===== src/rtl/seg7_pkg.sv =====
// seg7_pkg: segment encodings, scan FSM states and slot-length derivation for seg7_scan_ctrl.
package seg7_pkg;
  typedef enum logic {SHOW, DEAD} state_t;
  localparam logic [6:0] SEG_TAB [16] = '{
    7'h3F, 7'h06, 7'h5B, 7'h4F, 7'h66, 7'h6D, 7'h7D, 7'h07,
    7'h7F, 7'h6F, 7'h77, 7'h7C, 7'h39, 7'h5E, 7'h79, 7'h71
  };
  function automatic int digit_cycles(int clk_hz, int refresh_hz);
    return clk_hz / (2 * refresh_hz);
  endfunction
endpackage


===== src/rtl/hex_to_seg7.sv =====
// hex_to_seg7: combinational nibble to 7-segment (GFEDCBA, active-high) decoder.
module hex_to_seg7
  import seg7_pkg::*;
(
  input  logic [3:0] nib,
  output logic [6:0] seg
);
  assign seg = SEG_TAB[nib];
endmodule


===== src/rtl/seg7_scan_ctrl.sv =====
// seg7_scan_ctrl: dual-digit 7-segment scan with dead-time blanking, PWM and frame-aligned updates.
// Define SEG7_BLANK_LZ_EN to blank the high digit when its nibble is zero.
module seg7_scan_ctrl
  import seg7_pkg::*;
#(
  parameter int CLK_HZ          = 48_000_000,
  parameter int REFRESH_HZ      = 1000,
  parameter int DEADTIME_CYCLES = 48,
  parameter int BRIGHT_W        = 4
) (
  input  logic                i_clk,
  input  logic                i_rst_n,
  input  logic [7:0]          i_data,
  input  logic                i_valid,
  output logic                o_ready,
  input  logic [BRIGHT_W-1:0] i_brightness,
  output logic [6:0]          o_segments,
  output logic                o_digit
);
  localparam int DIGIT_CYCLES = digit_cycles(CLK_HZ, REFRESH_HZ);
  localparam int SHOW_CYCLES  = DIGIT_CYCLES - DEADTIME_CYCLES;
  localparam int CW           = $clog2(DIGIT_CYCLES + 1);
  state_t state, state_nx;
  logic [CW-1:0] cnt, cnt_nx;
  logic digit, digit_nx, last, boundary, hs, pwm_on, lz, pend_valid;
  logic [BRIGHT_W-1:0] pwm_cnt;
  logic [7:0] disp, pend;
  logic [3:0] nib;
  logic [6:0] dec, seg_nx;
  always_comb begin
    last     = 1'b0;
    state_nx = state;
    cnt_nx   = cnt + 1'b1;
    digit_nx = digit;
    last     = cnt == (state == SHOW ? CW'(SHOW_CYCLES - 1) : CW'(DEADTIME_CYCLES - 1));
    state_nx = last ? (state == SHOW ? DEAD : SHOW) : state;
    cnt_nx   = last ? '0 : cnt + 1'b1;
    digit_nx = (last && state == DEAD) ? ~digit : digit;
  end
  // the frame ends after the high digit's dead time; only then may the displayed byte change
  assign boundary = state == DEAD && last && digit;
  assign o_ready  = ~pend_valid;
  assign hs       = i_valid && o_ready;
  assign pwm_on   = (pwm_cnt < i_brightness) || (&i_brightness);
  assign nib      = digit ? disp[7:4] : disp[3:0];
`ifdef SEG7_BLANK_LZ_EN
  assign lz = digit && disp[7:4] == 4'h0;
`else
  assign lz = 1'b0;
`endif
  hex_to_seg7 u_dec (.nib(nib), .seg(dec));
  assign seg_nx = (state == SHOW && pwm_on && !lz) ? dec : '0;
  always_ff @(posedge i_clk or negedge i_rst_n) begin
    if (!i_rst_n) begin
      state      <= SHOW;
      cnt        <= '0;
      digit      <= 1'b0;
      pwm_cnt    <= '0;
      o_segments <= '0;
      o_digit    <= 1'b0;
      disp       <= '0;
      pend       <= '0;
      pend_valid <= 1'b0;
    end else begin
      state      <= state_nx;
      cnt        <= cnt_nx;
      digit      <= digit_nx;
      pwm_cnt    <= pwm_cnt + 1'b1;
      o_segments <= seg_nx;
      o_digit    <= digit;
      if (boundary && pend_valid) begin
        disp       <= pend;
        pend_valid <= 1'b0;
      end else if (boundary && hs) begin
        disp <= i_data;
      end else if (hs) begin
        pend       <= i_data;
        pend_valid <= 1'b1;
      end
    end
  end
endmodule


===== config.mk =====
export PLATFORM = sky130hd
export DESIGN_NAME = seg7_scan_ctrl
export DESIGN_NICKNAME = d
export VERILOG_FILES = /design/src/rtl/seg7_pkg.sv /design/src/rtl/hex_to_seg7.sv /design/src/rtl/seg7_scan_ctrl.sv
export SDC_FILE = /design/constraint.sdc
export NUM_CORES = 1
export LEC_CHECK = 0
export BUFFER_PORTS_ARGS = -buffer_cell sky130_fd_sc_hd__buf_2
export CAP_MARGIN = 0
export CORE_MARGIN = 2
export CORE_UTILIZATION = 60
export DETAILED_ROUTE_END_ITERATION = 8
export HOLD_SLACK_MARGIN = 0.08
export PLACE_DENSITY_LB_ADDON = 0.3
export SYNTH_ARGS = -nofsm -noshare
export SYNTH_HDL_FRONTEND = slang
export SYNTH_SLANG_ARGS = --single-unit

===== constraint.sdc =====
create_clock -name i_clk -period 5.86 [get_ports i_clk]
set_input_delay 0.293 -clock i_clk [delete_from_list [all_inputs] [get_ports i_clk]]
set_output_delay 0.293 -clock i_clk [all_outputs]
set_load 0.005 [all_outputs]

==> results.yml, run 1 <==
placed_design:
  gp_congestion: 0.840
  dp_cells: 288
  io_buffers: 23
  post-dp-hpwl_um: 2860
logic_synthesis:
  yosys_warnings: 0
  synth-edff-count: 0
  yosys-top-cells-count: "dfrtp_1 (46), nor2_1 (32), inv_1 (16)"
  netlist_area_mm2: 0.00236
  synth.area.top_cells: "dfrtp_1 (49%), ha_1 (5.3%), mux2_4 (5.1%)"
  ys_ff_latch: 46
  async_flop_share_pct: 100
  syn_avg_cell_area_um2: 10.5
  synth_top_area_share_pct: 48.9
  syn-instance-count: 224
  yosysMostFrequentCell: "dfrtp_1"
  synth.largest_area_cell: "dfrtp_1"
  synth_fp_nets: 249
  synth-main-ff-cell: "dfrtp_1"
  synthDistinctLibCells: 39
  yosysSeqAreaShare_pct: 48.9
route:
  drcViolationCount: 0
  first_pass_iters: 4
  routed_wl_um: 4000
  initialDrtViolationCount: 83
  vias: 1649
  vias_per_cell: 5.57
  ant_nets: 0
  wl_per_cell_um: 13.5
worst_setup_path:
  path_max_fanout: 10
  critPathKind: "reg -> reg"
  reg2reg_from: "cnt[0]"
  cp_data_arrival_time_ns: 2.65
  crit_required_ns: 6.04
  crit_start: "cnt[0]"
  worstSetupStartpointType: "flop"
  worstSetupEndpointType: "flop"
clocking:
  clock-sinks: 46
  clockBufferDepth: 2
  cts_hold_buf: 0
  cts_buffers: 5
  post_cts_resized: 0
  clock_latency_ns: 0.29
  htree_levels: 2
  clkSlewWorstSetupHoldPaths_ns: 0.08
  postCtsSetupRepairBufs: 0
  cts_tree: "yes"
  cts_root_buf: "clkbuf_8"
grt:
  grt_pass1_vias: 1582
  grt-ovfl-total: 0
  grt_max_degree: 47
  antenna_found_initial: 0
  grt_use_total_pct: 21.0
  grt_pass1_wl_um: 7050
finish:
  num_antenna_cells: 0
  drive_gt1_share_pct: 20.2
  final_cells: 296
  area_growth_pct: 10.6
  nNetsFinal: 272
timing:
  fin_crit_sh_pct: 42.1
  fin_crit_ns: 2.47
  hold_viol: 0
  setup-violations-final: 0
  tightestPinTransition_ns: 0.989
  fin_worst_skew_ns: 0.00741
  rsz0062_at_grt: "false"
  fin_tns_setup_ns: 0
  max_slew_margin_pct: 32.2
  max_freq_ghz: 0.406
  maxSlewViolCount: 0
die:
  start_util_pct: 63.4
  die-area_mm2: 0.00444
  fp.dieH_um: 66.7
  rows: 22
  die_w_um: 66.7
  ios: 24
  core_area_mm2: 0.00372
flow_run:
  max_cap_viol_count: 0
worst_hold_path:
  hold_path_class: "in -> async"
power_and_ir_drop:
  p_total_uw: 603
  vdd_drop_max_uv: 195
  p_leak_nw: 1.25
  power.density_mw_per_mm2: 231
run_status:
  status: "complete, no violations"
[layer usage]
layer / up-vias / global-route usage [%] / wire length, um
li1: 817 / - / -
met1: 782 / 27.3 / 1930
met2: 44 / 35.1 / 1820
met3: 6 / 5.24 / 202
met4: 0 / 5.87 / 45
met5: - / 0 / 0
[path summary, 6_finish.rpt]
path,slack [ns],endpoint,cells after the start
max in group asynchronous,5.11,cnt[8],1
min in group i_clk,0.24,pend[6],2
min,0.15,pwm_cnt[0],1
min reg2reg,0.48,pwm_cnt[0],1
max,3.39,pend[0],6
max reg2reg,3.39,pend[0],6
[cell families (layout without fill, tap and decap cells)]
kind of cell	Yosys count	count (layout)	synth area share, %
mux	17	17	9.61
simple gates	82	82	18.4
xor+xnor	16	16	5.95
fa+ha+maj	10	10	5.31
flops	46	46	48.9
buf+inv	23	47	4.04
compound gates	30	30	7.81
[worst max-delay path, cell delays in order, from the launching register on]
cell,delay [ns]
dfrtp_1,0.42
ha_1,0.27
nand3_1,0.15
nand2b_1,0.28
nor3_4,0.42
or3b_1,0.47
mux2_4,0.34
[flip-flops by register name, summed over array words and instances, names as in the netlist]
| name | cells |
|---|---|
| pend_valid | 1 |
| cnt | 15 |
| disp | 8 |
| o_segments | 7 |
| o_digit | 1 |
| digit | 1 |
| state | 1 |
| pend | 8 |
| pwm_cnt | 4 |
[final cells by class]
type	count	area, um2
clock buffer	8	110
fill	307	1110
inverter	16	60.1
multi-input combinational	155	1110
sequential	46	1150
tap	48	60.1
timing repair buffer	23	115
[cells in the final DEF, fill, tap and decap left out, drive strengths merged, types with 2 or more instances in the layout]
master and count:
a21oi 10, inv 16, and3 2, xnor2 7, xor2 9, nor3 6, o21ai 10, nand4 2
o22ai 2, o221a 2, ha 10, buf 23, nand2b 4, mux2i 5, nand2 9, nor4 6
nand3 16, a311oi 2, clkbuf 8, dfrtp 46, nor2 32, mux2 11
[report_power, final]
group	switching [mW]	internal, mW	total [mW]	leakage, nW
Sequential	0.00553	0.329	0.335	0.569
Combinational	0.0247	0.0235	0.0481	0.624
Clock	0.101	0.119	0.220	0.0575
[through the flow]
stage	worst slack (ns)	util [%]	hold slack, ns	area (um2)
finish	3.39	70.1	0.154	2610
global route	3.25	70.1	0.225	2610
CTS	3.39	70.1	0.190	2610
detailed placement	3.41	67.2	0.471	2500
global placement	3.50	67.2	0.469	2500
floorplan	3.82	-	-0.00259	2360
Power figures use the tool's default switching activity.
==> run 2, diff against run 1 <==
CORE_UTILIZATION = 58   (was 60)
clock period = 2.38 ns   (was 5.86 ns; I/O delays follow)
==> run 2 against run 1 <==
Against the previous run:
- sequential power increased by 150%
- combinational power increased to 2.8 times the previous value
- clock skew decreased by 0.0012 ns
- clock-buffer cell count decreased by 3
- non-clock buffer count increased by 11
- sequential share of layout area decreased by 1.8 points
- utilization decreased by 1.3 points
- fmax increased by 18%
- hold slack improved by 0.12 ns
- largest power group unchanged
==> results.yml, run 2 (synthesis gave the netlist of run 1 again) <==
worst_setup_path:
  crit_required_ns: 2.57
  ff2ff_setup_slack_ns: 0.29
  path_cells: "ha_1 > nand3_1 > nand2b_1 > nor3_4 > or3b_4 > mux2_4"
  worstSetupEndpointType: "flop"
  cpMaxStageDelayCell: "or3b_4"
  critPathMaxStageDelay_ns: 0.47
  cp_data_arrival_time_ns: 2.28
  path_max_fanout: 8
  critPathKind: "reg -> reg"
  r2r_cells: 6
  reg2reg_from: "cnt[0]"
  worstSetupStartpointType: "flop"
  rr_endpoint: "pend[3]"
die:
  fp.dieH_um: 67.7
  start_util_pct: 59.8
  ios: 24
  die_w_um: 67.7
  rows: 23
  die-area_mm2: 0.00459
  core_area_mm2: 0.00394
clocking:
  cts_buffers: 5
  clkSlewWorstSetupHoldPaths_ns: 0.08
  cts_tree: "yes"
  postCtsSetupRepairBufs: 0
  clock-sinks: 46
  clockBufferDepth: 2
  clock_latency_ns: 0.30
  htree_levels: 2
  cts_root_buf: "clkbuf_8"
power_and_ir_drop:
  p_leak_nw: 1.30
  vdd_drop_max_uv: 415
  power.density_mw_per_mm2: 563
finish:
  layout_commonest_cell: "dfrtp_1"
  top_register: "cnt"
  nNetsFinal: 283
  reg_top3: "cnt x15, disp x8, pend x8"
  final_cells: 309
  area_growth_pct: 15.2
  num_antenna_cells: 0
  multiInputGateArea_mm2: 0.00111
  fin_util_pct: 68.9
  drive_gt1_share_pct: 20.5
  mostFrequentLayoutCells: "dfrtp_1 (46), nor2_1 (32), buf_2 (23)"
  largest_reg_flops: 15
  final_area_mm2: 0.00272
  fillers: 315
  regArea_mm2: 0.00115
route:
  first_pass_iters: 4
  met3WireLength_um: 167
  ant_nets: 0
  wl_per_cell_um: 13.3
  initialDrtViolationCount: 132
  top_layer: "met4"
  wl_met1_um: 1940
  vias_per_cell: 5.37
  drcViolationCount: 0
  route.met2.wl_um: 1940
  routed_wl_um: 4100
  vias: 1660
timing:
  tightestPinTransition_ns: 0.990
  maxSlewViolCount: 0
  fin_crit_sh_pct: 88.0
  max_freq_ghz: 0.477
  fin_worst_skew_ns: 0.00619
  rsz0062_at_grt: "false"
  fin_tns_setup_ns: 0
  max_slew_margin_pct: 34.0
  fin_crit_ns: 2.09
  setup-violations-final: 0
  hold_viol: 0
  fin_ws_ns: 0.285
grt:
  antenna_found_initial: 0
  grt-ovfl-total: 0
  grt_use_total_pct: 20.5
  grt_pass1_wl_um: 6860
  grt_pass1_vias: 1525
  grt_max_degree: 47
worst_hold_path:
  hold_path_class: "in -> reg"
  hold-path-endpoint: "pend_valid"
  whs_path_depth: 3
  hp-start: "i_valid"
placed_design:
  pre_cts_ws_ns: 0.144
  placed_cell_area_mm2: 0.00251
  dp_cells: 292
  io_buffers: 23
  post-dp-hpwl_um: 2850
  gp_congestion: 0.800
run_status:
  status: "complete, no violations"
flow_run:
  max_cap_viol_count: 0
[run 2: cell types whose count changed in the layout (fill, tap and decap cells not counted), sizes merged]
cell / previous run / this run
buf: 23 / 25
bufinv: 0 / 1
clkbuf: 8 / 5
clkinv: 0 / 2
dlygate4sd3: 0 / 9
[run 2: critical path, delay by kind of cell, from the launching register on]
kind,cells,cell delay (ns)
flip-flops,1,0.42
AND/OR/NAND/NOR,4,0.96
adder cells (fa/ha/maj),1,0.27
multiplexers,1,0.32
[run 2: worst max path at each step]
| stage | startpoint | to | slack [ns] | cells after the start |
|---|---|---|---|---|
| final | cnt[0] | pend[3] | 0.29 | 6 |
| after detailed placement | cnt[0] | pend[7] | 0.14 | 6 |
| after global routing | cnt[0] | disp[3] | 0.12 | 6 |
| after CTS | cnt[0] | pend[7] | 0.12 | 6 |
| after global placement | cnt[0] | pend[0] | 0.19 | 6 |
| after floorplan | cnt[0] | pend[0] | 0.34 | 7 |
[run 2: layer usage]
metal | vias up | GRT usage [%]
li1 | 841 | -
met1 | 786 | 27.4
met2 | 27 | 32.7
met3 | 6 | 5.00
met4 | 0 | 6.38
met5 | - | 0
[run 2: report_power, final]
part | total (mW) | internal [mW] | switching (mW)
logic | 0.133 | 0.0685 | 0.0644
clock network | 0.571 | 0.309 | 0.262
registers | 0.825 | 0.811 | 0.0147
total | 1.53 | 1.19 | 0.341
[run 2: metrics by stage]
step	power (mW)	hold WS, ns
after floorplan	0.908	-0.177
after global placement	0.957	0.337
after detailed placement	0.963	0.341
after CTS	1.54	0.269
after global routing	1.59	0.294
final	1.53	0.274
[run 2: what timing repair did]
| item | in CTS | in global routing |
|---|---|---|
| gates resized for setup | 0 | 1 |
| setup endpoints to repair | 0 | 3 |
| endpoints found under the hold margin | 54 | 0 |
| hold buffers | 9 | 0 |
[run 2: cell type report]
cell class / instances / share of cell area [%]
clock inverters: 3 / 1.47
well taps: 50 / 2.30
flip-flops and latches: 46 / 42.4
inverters: 16 / 2.21
clock buffers: 5 / 2.53
repair buffers: 34 / 8.11
multi-input cells: 155 / 41.0
